<file path="src/rtl/mux_n_1_arb_pkg.sv">
// Shared definitions for the N:1 arbitrated multiplexer: mode encodings
// and the helper that sizes channel index fields.
package mux_pkg;

    // Encoding of the mode_rr input.
    localparam logic MODE_SEL = 1'b0;
    localparam logic MODE_RR  = 1'b1;

    // Width of a channel index for n channels: ceil(log2(n)), at least 1.
    function automatic int calc_ch_w(input int n);
        int w;
        w = 1;
        while ((1 << w) < n) begin
            w = w + 1;
        end
        return w;
    endfunction

endpackage

</file>
<file path="src/rtl/mux_n_1_arb_rr_arbiter.sv">
// Round-robin priority search: grants the lowest requesting channel at or
// above ptr, otherwise wraps and grants the lowest requesting channel overall.
// Purely combinational; the pointer register is owned by the caller.
module rr_arbiter
    import mux_pkg::*;
#(
    parameter  int NUM_CH = 4,
    localparam int CH_W   = calc_ch_w(NUM_CH)
) (
    input  logic [NUM_CH-1:0] req,
    input  logic [CH_W-1:0]   ptr,
    output logic [CH_W-1:0]   grant_idx,
    output logic              grant_valid
);

    logic [NUM_CH-1:0] w_req_hi;

    // Requests at or above the pointer take priority over wrapped ones.
    always_comb begin
        // NOTE: every signal driven here gets a default before any condition,
        // otherwise a missed branch would infer a latch.
        w_req_hi = '0;
        for (int k = 0; k < NUM_CH; k++) begin
            w_req_hi[k] = req[k] && (k >= int'(ptr));
        end
    end

    // Lowest set bit of req, then overridden by the lowest set bit of the
    // upper (non-wrapped) region when that region has any request.
    always_comb begin
        grant_idx   = '0;
        grant_valid = 1'b0;
        for (int k = NUM_CH - 1; k >= 0; k--) begin
            if (req[k]) begin
                grant_idx   = CH_W'(k);
                grant_valid = 1'b1;
            end
        end
        for (int k = NUM_CH - 1; k >= 0; k--) begin
            if (w_req_hi[k]) begin
                grant_idx = CH_W'(k);
            end
        end
    end

endmodule

</file>
<file path="src/rtl/mux_n_1_arb.sv">
// N:1 multiplexer with selector or round-robin arbitration and a single
// registered output stage (valid/ready on both sides, 1-cycle latency,
// full throughput). The only path to ready_out is from the control inputs;
// data_in reaches the outputs only through registers.
module mux_n_1_arb
    import mux_pkg::*;
#(
    parameter  int NUM_CH = 4,
    parameter  int DATA_W = 2,
    localparam int CH_W   = calc_ch_w(NUM_CH)
) (
    input  logic                     clk,
    input  logic                     reset,
    input  logic                     mode_rr,
    input  logic [CH_W-1:0]          selector,
    input  logic [NUM_CH*DATA_W-1:0] data_in,
    input  logic [NUM_CH-1:0]        valid_in,
    output logic [NUM_CH-1:0]        ready_out,
    output logic [DATA_W-1:0]        data_out,
    output logic [CH_W-1:0]          ch_out,
    output logic                     valid_out,
    input  logic                     ready_in
);

    logic [DATA_W-1:0] r_data;
    logic [CH_W-1:0]   r_ch;
    logic              r_valid;
    logic [CH_W-1:0]   r_rr_ptr;

    logic              w_load;
    logic [CH_W-1:0]   w_rr_grant;
    logic              w_rr_valid;
    logic              w_sel_valid;
    logic [CH_W-1:0]   w_grant;
    logic              w_grant_valid;
    logic              w_xfer;
    logic [DATA_W-1:0] w_grant_data;
    logic [CH_W-1:0]   w_ptr_next;

    rr_arbiter #(
        .NUM_CH (NUM_CH)
    ) u_rr_arbiter (
        .req         (valid_in),
        .ptr         (r_rr_ptr),
        .grant_idx   (w_rr_grant),
        .grant_valid (w_rr_valid)
    );

    // The output register may take a new word when empty or being drained.
    assign w_load = !r_valid || ready_in;

    // Selector mode: an out-of-range selector matches no channel, so no grant.
    always_comb begin
        w_sel_valid = 1'b0;
        for (int k = 0; k < NUM_CH; k++) begin
            if (CH_W'(k) == selector) begin
                w_sel_valid = valid_in[k];
            end
        end
    end

    // Pick the active arbitration result for this cycle.
    always_comb begin
        if (mode_rr == MODE_RR) begin
            w_grant       = w_rr_grant;
            w_grant_valid = w_rr_valid;
        end else begin
            w_grant       = selector;
            w_grant_valid = w_sel_valid;
        end
    end

    // Reset holds off any handshake so no word is accepted and then lost.
    assign w_xfer = w_grant_valid && w_load && !reset;

    // One-hot ready to the granted channel; data mux of the granted channel.
    always_comb begin
        ready_out    = '0;
        w_grant_data = '0;
        for (int k = 0; k < NUM_CH; k++) begin
            if (CH_W'(k) == w_grant) begin
                ready_out[k] = w_xfer;
                w_grant_data = data_in[k*DATA_W +: DATA_W];
            end
        end
    end

    // Pointer moves to the channel after the one just served, wrapping.
    assign w_ptr_next = (w_grant == CH_W'(NUM_CH - 1)) ? '0 : w_grant + 1'b1;

    // Output stage and round-robin pointer.
    always_ff @(posedge clk or posedge reset) begin
        // NOTE: state is updated with non-blocking assignments so every
        // register samples the pre-edge values regardless of statement order.
        if (reset) begin
            r_data   <= '0;
            r_ch     <= '0;
            r_valid  <= 1'b0;
            r_rr_ptr <= '0;
        end else begin
            if (w_xfer) begin
                r_data  <= w_grant_data;
                r_ch    <= w_grant;
                r_valid <= 1'b1;
                if (mode_rr == MODE_RR) begin
                    r_rr_ptr <= w_ptr_next;
                end
            end else if (ready_in) begin
                // Word drained with nothing to replace it; data and index hold.
                r_valid <= 1'b0;
            end
        end
    end

    assign data_out  = r_data;
    assign ch_out    = r_ch;
    assign valid_out = r_valid;

endmodule

</file>
<file path="config.mk">
export PLATFORM = sky130hd
export DESIGN_NAME = mux_n_1_arb
export DESIGN_NICKNAME = d
export VERILOG_FILES = /design/src/rtl/mux_n_1_arb_pkg.sv /design/src/rtl/mux_n_1_arb_rr_arbiter.sv /design/src/rtl/mux_n_1_arb.sv
export SDC_FILE = /design/constraint.sdc
export NUM_CORES = 1
export LEC_CHECK = 0
export ABC_AREA = 0
export CAP_MARGIN = 30
export CORE_MARGIN = 3
export CORE_UTILIZATION = 35
export DETAILED_ROUTE_END_ITERATION = 6
export HOLD_SLACK_MARGIN = 0.08
export PLACE_DENSITY = 0.73
export SLEW_MARGIN = 40
export SYNTH_ARGS = -nofsm -noshare
export SYNTH_HDL_FRONTEND = slang
export SYNTH_SLANG_ARGS = --single-unit
</file>
<file path="constraint.sdc">
create_clock -name clk -period 2.5 [get_ports clk]
set_input_delay 0.75 -clock clk [delete_from_list [all_inputs] [get_ports clk]]
set_output_delay 0.75 -clock clk [all_outputs]
set_load 0.01 [all_outputs]
</file>
==> results of run 1 <==
==> state kept, by name (all words and copies together), names as in the netlist <==
signal and flops:
r_rr_ptr 2, ch_out 2, data_out 2, valid_out 1
==> final cells by class <==
| type | count | area share |
|---|---|---|
| multi-input cells | 47 | 0.397 |
| repair buffers | 48 | 0.381 |
| flip-flops and latches | 7 | 0.153 |
| inverters | 8 | 0.0305 |
| clock buffers | 4 | 0.0229 |
| well taps | 15 | 0.0164 |
==> Yosys cell counts, drive strengths merged <==
cell and instances:
o21ai 2, nand2 5, mux2i 1, nor2 3, and2 4, ha 4, o21a 1, nor2b 1
buf 1, a21oi 9, or2 1, nand3b 1, nor4 1, nand2b 2, dfrtp 7, inv 8
a32o 1, nor3 1, o32ai 1, mux2 4, a22o 2, o31ai 1, mux4 1, o211ai 1
==> how the worst min path moves through the flow <==
| stage | to | slack [ns] | cells past startpoint |
|---|---|---|---|
| 4_1_cts | ch_out[1] | 0.51 | 1 |
| 5_1_grt | ch_out[1] | 0.52 | 1 |
| 3_3_place_gp | data_out[0] | 0.50 | 1 |
| 2_1_floorplan | r_rr_ptr[0] | 0.53 | 2 |
| 6_report | ch_out[1] | 0.51 | 1 |
| 3_5_place_dp | ch_out[1] | 0.49 | 1 |
==> through the flow <==
step                      power [mW]  setup WS (ns)
after floorplan                0.309        0.00236
after global placement         0.452         -0.975
after detailed placement       0.460          -1.07
after CTS                      0.611         -0.316
after global routing           0.677         -0.402
final                          0.638         -0.315
==> repair_timing <==
item,in CTS,in global routing
setup buffers,8,2
hold endpoints to repair,0,0
cloned,0,0
setup endpoints to repair,6,6
pin swaps,9,9
resized for setup,65,16
==> kinds of logic after synthesis <==
logic type                 synth area share
and+or+nand+nor                       0.174
AOI/OAI and AO/OA                     0.200
buffers and inverters                0.0727
DFF                                   0.308
muxes                                 0.156
adders and majority gates            0.0881
==> where the power goes <==
| part | leakage [nW] | switching [mW] | internal, mW |
|---|---|---|---|
| Sequential | 0.0842 | 0.0255 | 0.148 |
| Combinational | 0.427 | 0.145 | 0.217 |
| Clock | 0.0150 | 0.0417 | 0.0609 |
| Total | 0.526 | 0.212 | 0.426 |
==> per-layer routing <==
layer,vias up,part of all wire,GRT usage
met5,-,0,0
met4,0,0.026,0.0568
met3,4,0.058,0.0430
met2,28,0.54,0.382
met1,320,0.38,0.230
li1,323,-,-
==> cell usage in the layout, fill, tap and decap left out, types with 3 or more instances in the layout <==
cell             count
mux2_4               3
clkdlybuf4s50_1     15
and2_4               4
a21oi_1              5
buf_6                8
ha_4                 4
a21oi_2              4
buf_4               19
nand2_1              5
dfrtp_1              7
clkbuf_4             3
inv_1                6
==> flow_summary.toml, run 1 <==
[status]
outcome = "complete, but fails checks"
violations = "setup timing"

[critical_path]
cpMostUsedCell = "buf_6"
path_cells = "buf_4 -> buf_6 -> mux4_2 -> o21a_1 -> buf_6 -> and2_4 -> buf_6"
critPathLaunchType = "input pin"
critPathMaxStageDelay_ns = 0.46
crit_required_ns = 1.75
critical_path.endpoint_type = "primary output"
critical-path-top-delay-family = "buffers and inverters"
critPathArrivalTime_ns = 2.06
worst-path-stages = 7
endpoint = "ready_out[0]"
path_class = "in2out"
cp_max_fo = 4
reg2regPathDepth = 10
cpMaxStageDelayCell = "mux4_2"
r2r_slack_ns = 0.22
r2r_start = "r_rr_ptr[1]"
reg2reg_to = "data_out[1]"
critical_path_buf_inv_count = 4
crit_start = "valid_in[3]"

[synthesis]
synthCells = 63
syn_area_um2 = 568
syn_nets = 85
synth_top_area_share = 0.308
yosys_warnings = 0
seq_area_frac_synth = 0.308
synth_top_area_cell = "dfrtp_1"
ys_seq_elements = 7
yosys.cell_types.count = 25
avgSynthCellArea_um2 = 9.02
yosys-top-cells-area = "dfrtp_1 (31%), ha_1 (8.8%), a21oi_1 (7.9%), mux2_4 (7.9%), inv_1 (5.3%)"

[timing]
rsz0062_at_grt = "yes"
fin_crit_sh = 1.13
fin_worst_skew_ns = 0.00155
max_freq_ghz = 0.355
hold_ws_ns = 0.508
drv_slew = 0
worst_slack_ns = -0.315
setup_viol = 4
max_slew_margin = 0.813
fin_crit_ns = 2.81
hold_viol = 0
tns_ns = -1.22
worst_pin_slew_ns = 0.280

[placement]
hpwl_um = 1300
place_area_um2 = 938
placed_cells = 115
portBuffers = 26
finalWeightedCongestion = 0.731

[clocking]
path_clk_slew_ns = 0.05
cts_buffer_depth = 2
cts_buffers = 3
insertion_delay_ns = 0.25
cts.sinks = 7
h-tree-depth = 1
cts_tree = "built"
cts_hold_buffers = 0
cts-root-buf = "clkbuf_4"

[final_layout]
insertedDiodeCount = 0
nNetsFinal = 137
utilization = 0.811
n_fill_cell = 86
multi_input_area_um2 = 455
areaGrowthSynthToFinish_pct = 102
seq_area_um2 = 175
fin_area_um2 = 1150
drive_above_1_share = 0.509
fin_cells = 129

[floorplanning]
die_w_um = 46.3
die_h_um = 46.3
num_rows = 13
dieArea_um2 = 2140
core_um2 = 1420
io_pins = 27
initial_utilization = 0.401

[worst_hold_path]
hold_class = "reg2reg"
hold_start = "ch_out[1]"

[detailed_routing]
viasPerCell = 5.23
first_pass_iters = 4
num_vias = 675
first_iter_violations = 11
avgRoutedWirePerCell_um = 15.5
drc = 0
ant_nets = 0
drt_wl_total_um = 2000

[grt]
overflow = 0
grt.total_usage = 0.205
antenna_found_initial = 0
grt_pass1_vias = 694
grt_max_degree = 8
grt_first_pass_wirelength_um = 3070

[run]
maxCapViolations = 0

[pwr]
p_leak_nw = 0.526
power.density_nw_per_um2 = 556
ir_drop_uv = 372
(Power assumes the default switching activity.)
==> run 2, diff against run 1 <==
--- a/config.mk
+++ b/config.mk
@@ -6,12 +6,13 @@
 export NUM_CORES = 1
 export LEC_CHECK = 0
 export ABC_AREA = 0
-export CAP_MARGIN = 30
+export CAP_MARGIN = 10
+export CORE_ASPECT_RATIO = 1.4
 export CORE_MARGIN = 3
-export CORE_UTILIZATION = 35
+export CORE_UTILIZATION = 29
+export CTS_BUF_LIST = sky130_fd_sc_hd__clkbuf_2 sky130_fd_sc_hd__clkbuf_4 sky130_fd_sc_hd__clkbuf_8
 export DETAILED_ROUTE_END_ITERATION = 6
 export HOLD_SLACK_MARGIN = 0.08
-export PLACE_DENSITY = 0.73
 export SLEW_MARGIN = 40
 export SYNTH_ARGS = -nofsm -noshare
 export SYNTH_HDL_FRONTEND = slang
==> run 2 against run 1 <==
The run still ends with setup timing left. Critical path depth stayed put. Total power is 1.5% lower. Sequential cell count stayed put. Global-route usage is 6.5 points lower. Highest routed layer unchanged. Worst hold slack better by 0.013 ns. Utilization is 19 points lower. Combinational power is 5% lower. Die area is 18% higher. Final cell count is 1.6% higher. Critical endpoint is now ready_out[2].
==> flow_summary.toml, run 2 (synthesis results as in run 1) <==
[timing]
fin_worst_skew_ns = 0.00100
fin_crit_sh = 1.11
tns_ns = -1.08
hold_viol = 0
max_freq_ghz = 0.360
worst_pin_slew_ns = 0.264
hold_ws_ns = 0.521
rsz0062_at_grt = "yes"
setup_viol = 4
fin_crit_ns = 2.78
max_slew_margin = 0.824
drv_slew = 0
worst_slack_ns = -0.276

[floorplanning]
num_rows = 18
io_pins = 27
core_um2 = 1800
initial_utilization = 0.315
die_h_um = 58.4
dieArea_um2 = 2530
die_w_um = 43.4

[critical_path]
path_class = "in2out"
reg2regPathDepth = 11
cp_max_fo = 4
critPathArrivalTime_ns = 2.03
path_cells = "buf_8 -> buf_6 -> mux4_2 -> o21a_1 -> buf_6 -> and2_4 -> buf_6"
r2r_start = "r_rr_ptr[1]"
reg2reg_to = "data_out[1]"
cpMaxStageDelayCell = "mux4_2"
r2r_slack_ns = 0.20
crit_required_ns = 1.75
critPathLaunchType = "input pin"
critPathMaxStageDelay_ns = 0.46
critical_path.endpoint_type = "primary output"
cpMostUsedCell = "buf_6"

[clocking]
cts_buffers = 3
h-tree-depth = 1
cts-root-buf = "clkbuf_4"
insertion_delay_ns = 0.24
cts_hold_buffers = 0
cts.sinks = 7
cts_buffer_depth = 2
path_clk_slew_ns = 0.05
cts_tree = "built"

[detailed_routing]
first_pass_iters = 2
ant_nets = 0
avgRoutedWirePerCell_um = 13.1
drc = 0
num_vias = 651
first_iter_violations = 4
drt_wl_total_um = 1720
viasPerCell = 4.97

[pwr]
total_power_mw = 0.628
pwr-share-clk = 0.173
ir_drop_uv = 285
p_switching_mw = 0.198
intPower_mw = 0.430
power.density_nw_per_um2 = 565
comb_power_share = 0.549
p_seq_frac = 0.279
p_leak_nw = 0.509
p_sw_frac = 0.315

[final_layout]
fin_area_um2 = 1110
insertedDiodeCount = 0
layout_commonest_cell = "buf_4"
nNetsFinal = 134
areaGrowthSynthToFinish_pct = 95.8
final_cell_mix = "buf_4 (17), clkdlybuf4s50_1 (15), a21oi_1 (7), dfrtp_1 (7)"
drive_above_1_share = 0.495
utilization = 0.617

[run]
maxCapViolations = 0

[grt]
grt_first_pass_wirelength_um = 2690
antenna_found_initial = 0
grt_pass1_vias = 652
grt_max_degree = 8
grt.total_usage = 0.141
overflow = 0

[worst_hold_path]
hold_class = "reg2reg"
hold_start = "ch_out[1]"
min_to = "ch_out[1]"
hold_path_depth = 1

[placement]
portBuffers = 26
hpwl_um = 1260
place_area_um2 = 945
finalWeightedCongestion = 0.691

[status]
violations = "setup timing"
outcome = "complete, but fails checks"
run 2: cell types whose count changed in the layout (fill, tap and decap cells not counted), sizes merged:
cell,change
buf,-3
run 2: layout make-up:
| type | instances | area, µm² |
|---|---|---|
| fillers | 167 | 689 |
| flip-flops and latches | 7 | 175 |
| repair buffers | 45 | 404 |
| inverters | 8 | 32.5 |
| clock buffers | 4 | 30.0 |
| well taps | 20 | 25.0 |
| multi-input cells | 47 | 445 |
run 2: worst max path at each step:
| stage | from | to | slack (ns) | cells after the start |
|---|---|---|---|---|
| CTS | valid_in[3] | ready_out[1] | -0.29 | 7 |
| finish | valid_in[3] | ready_out[2] | -0.28 | 7 |
| global placement | valid_in[1] | ready_out[1] | -0.98 | 9 |
| global route | valid_in[1] | ready_out[0] | -0.32 | 9 |
| detailed placement | valid_in[3] | ready_out[0] | -1.03 | 8 |
| floorplan | valid_in[3] | ready_out[2] | 0.002 | 6 |
run 2: layer usage:
layer	GRT usage	up-vias	part of all wire
met5	0	-	0
met4	0.0560	0	0.021
met3	0.0122	4	0.035
met2	0.292	18	0.59
met1	0.134	314	0.35
li1	-	315	-
run 2: power groups by stage:
| stage | registers (mW) | logic, mW | clock network [mW] |
|---|---|---|---|
| floorplan | 0.183 | 0.126 | 0 |
| global placement | 0.174 | 0.283 | 0 |
| detailed placement | 0.175 | 0.285 | 0 |
| CTS | 0.173 | 0.330 | 0.111 |
| global route | 0.180 | 0.371 | 0.119 |
| finish | 0.175 | 0.345 | 0.108 |
run 2: what timing repair did:
action | 4_1_cts | 5_1_grt
endpoints found under the setup margin | 6 | 6
setup buffers | 5 | 2
pin swaps | 7 | 5
endpoints found under the hold margin | 0 | 0
gates resized for setup | 63 | 10
run 2: critical path: cells and delay by family:
| kind | cells | cell delay, ns |
|---|---|---|
| muxes | 1 | 0.46 |
| and+or+nand+nor | 1 | 0.15 |
| AOI/OAI and AO/OA | 1 | 0.21 |
| buffers and inverters | 4 | 0.45 |
run 2: through the flow:
step / std cells / worst slack [ns]
floorplan: 63 / 0.00236
global placement: 120 / -0.984
detailed placement: 120 / -1.03
CTS: 129 / -0.289
global route: 131 / -0.318
finish: 131 / -0.276
==> run 3, diff against run 2 <==
==> constraint.sdc (replaced) <==
create_clock -name clk -period 2.5 [get_ports clk]
set_input_delay 0.5 -clock clk [delete_from_list [all_inputs] [get_ports clk]]
set_output_delay 0.5 -clock clk [all_outputs]
set_load 0.01 [all_outputs]
==> run 3 against run 2 <==
The flow now finishes without violations. First-iteration DRC count grew 100%. Combinational power down 7.0%. Worst hold slack worse by 0.017 ns. Critical endpoint unchanged. Final cell count grew 0.76%.
==> flow_summary.toml, run 3 (synthesis results as in run 1) <==
[pwr]
intPower_mw = 0.418
p_seq_frac = 0.288
p_sw_frac = 0.316
power.density_nw_per_um2 = 579
p_leak_nw = 0.499
pwr-share-clk = 0.187
p_switching_mw = 0.193
ir_drop_uv = 390
comb_power_share = 0.525

[final_layout]
nNetsFinal = 135
layout_commonest_cell = "buf_4"
multi_input_area_um2 = 403
insertedDiodeCount = 0
final_cell_mix = "buf_4 (19), clkdlybuf4s50_1 (15), a21oi_1 (8)"
seq_area_um2 = 175
areaGrowthSynthToFinish_pct = 85.7
drive_above_1_share = 0.393
n_fill_cell = 171
fin_area_um2 = 1050

[floorplanning]
dieArea_um2 = 2530
core_um2 = 1800
die_w_um = 43.4
num_rows = 18
initial_utilization = 0.315
die_h_um = 58.4
io_pins = 27

[critical_path]
critical_path.endpoint_type = "primary output"
path_class = "in2out"
critPathLaunchType = "input pin"
crit_required_ns = 2.00
critPathArrivalTime_ns = 1.95
cp_max_fo = 3

[timing]
drv_slew = 0
max_slew_margin = 0.824
worst_pin_slew_ns = 0.263
hold_viol = 0
max_freq_ghz = 0.409
rsz0062_at_grt = "yes"
fin_crit_ns = 2.45
setup_viol = 0
worst_slack_ns = 0.0527
fin_crit_sh = 0.979
fin_worst_skew_ns = 0.000293

[detailed_routing]
first_iter_violations = 8
avgRoutedWirePerCell_um = 13.3
ant_nets = 0
drc = 0
drt_wl_total_um = 1760
num_vias = 649
first_pass_iters = 4
viasPerCell = 4.92

[placement]
portBuffers = 26
finalWeightedCongestion = 0.700
dpl_worst_slack_ns = -0.527
hpwl_um = 1230
place_area_um2 = 940

[status]
outcome = "complete, no violations"

[clocking]
cts_hold_buffers = 0
cts_tree = "built"
cts.sinks = 7
cts_buffers = 3
cts_buffer_depth = 2
h-tree-depth = 1
cts-root-buf = "clkbuf_4"
path_clk_slew_ns = 0.05
insertion_delay_ns = 0.25

[worst_hold_path]
hold_class = "in2async"

[run]
maxCapViolations = 0

[grt]
overflow = 0
grt_first_pass_wirelength_um = 2680
grt_pass1_vias = 698
grt_max_degree = 8
antenna_found_initial = 0
grt.total_usage = 0.141
==> run 3: changes by cell type in the layout (fill, tap and decap cells not counted), sizes merged <==
cell | previous run | this run
buf | 28 | 24
dlygate4sd2 | 1 | 3
clkdlybuf4s15 | 0 | 4
clkbuf | 5 | 4
==> run 3: cell type report <==
class / instances / area share
repair buffers: 46 / 0.371
clock buffers: 4 / 0.0285
well taps: 20 / 0.0237
inverters: 8 / 0.0285
flip-flops and latches: 7 / 0.166
multi-input cells: 47 / 0.382
==> run 3: worst paths after layout <==
path,start,to,slack (ns),cells after the start
setup / recovery,valid_in[3],ready_out[2],0.05,10
hold / removal,reset,data_out[1],0.50,2
setup reg to reg,r_rr_ptr[1],data_out[0],0.16,12
hold reg to reg,data_out[0],data_out[0],0.52,1
max in group asynchronous,reset,valid_out,1.79,2
min in group clk,data_out[0],data_out[0],0.52,1
==> run 3: per-layer routing <==
layer	global-route usage	up-vias	part of all wire
met5	0	-	0
met4	0.0690	0	0.012
met3	0.0459	4	0.059
met2	0.273	20	0.57
met1	0.124	308	0.36
li1	-	317	-
==> run 3: power by group through the flow <==
stage / Sequential (mW) / Combinational (mW) / Clock [mW]
final: 0.176 / 0.321 / 0.114
after global routing: 0.180 / 0.348 / 0.128
after CTS: 0.173 / 0.297 / 0.119
after detailed placement: 0.176 / 0.274 / 0
after global placement: 0.174 / 0.275 / 0
after floorplan: 0.183 / 0.122 / 0
==> run 3: critical path, cell delays in order <==
cell and delay, ns:
clkdlybuf4s15_1 0.22, nand3b_1 0.12, nand2_1 0.11, o32ai_2 0.28
buf_4 0.16, buf_6 0.09, inv_2 0.05, ha_4 0.16
and2_1 0.12, buf_2 0.13
==> run 3: what timing repair did <==
action,CTS,global route
gates resized for setup,29,12
buffers inserted,5,2
pin swaps,2,4
setup endpoints to repair,6,6
==> run 3: metrics by stage <==
step	hold WS, ns	cells	utilization	power [mW]	TNS (ns)
2_1_floorplan	0.303	63	-	0.304	0
3_3_place_gp	0.496	121	0.522	0.449	-2.54
3_5_place_dp	0.505	121	0.522	0.450	-2.60
4_1_cts	0.502	130	0.560	0.589	0
5_1_grt	0.514	132	0.585	0.656	-0.0830
6_report	0.504	132	0.585	0.611	0
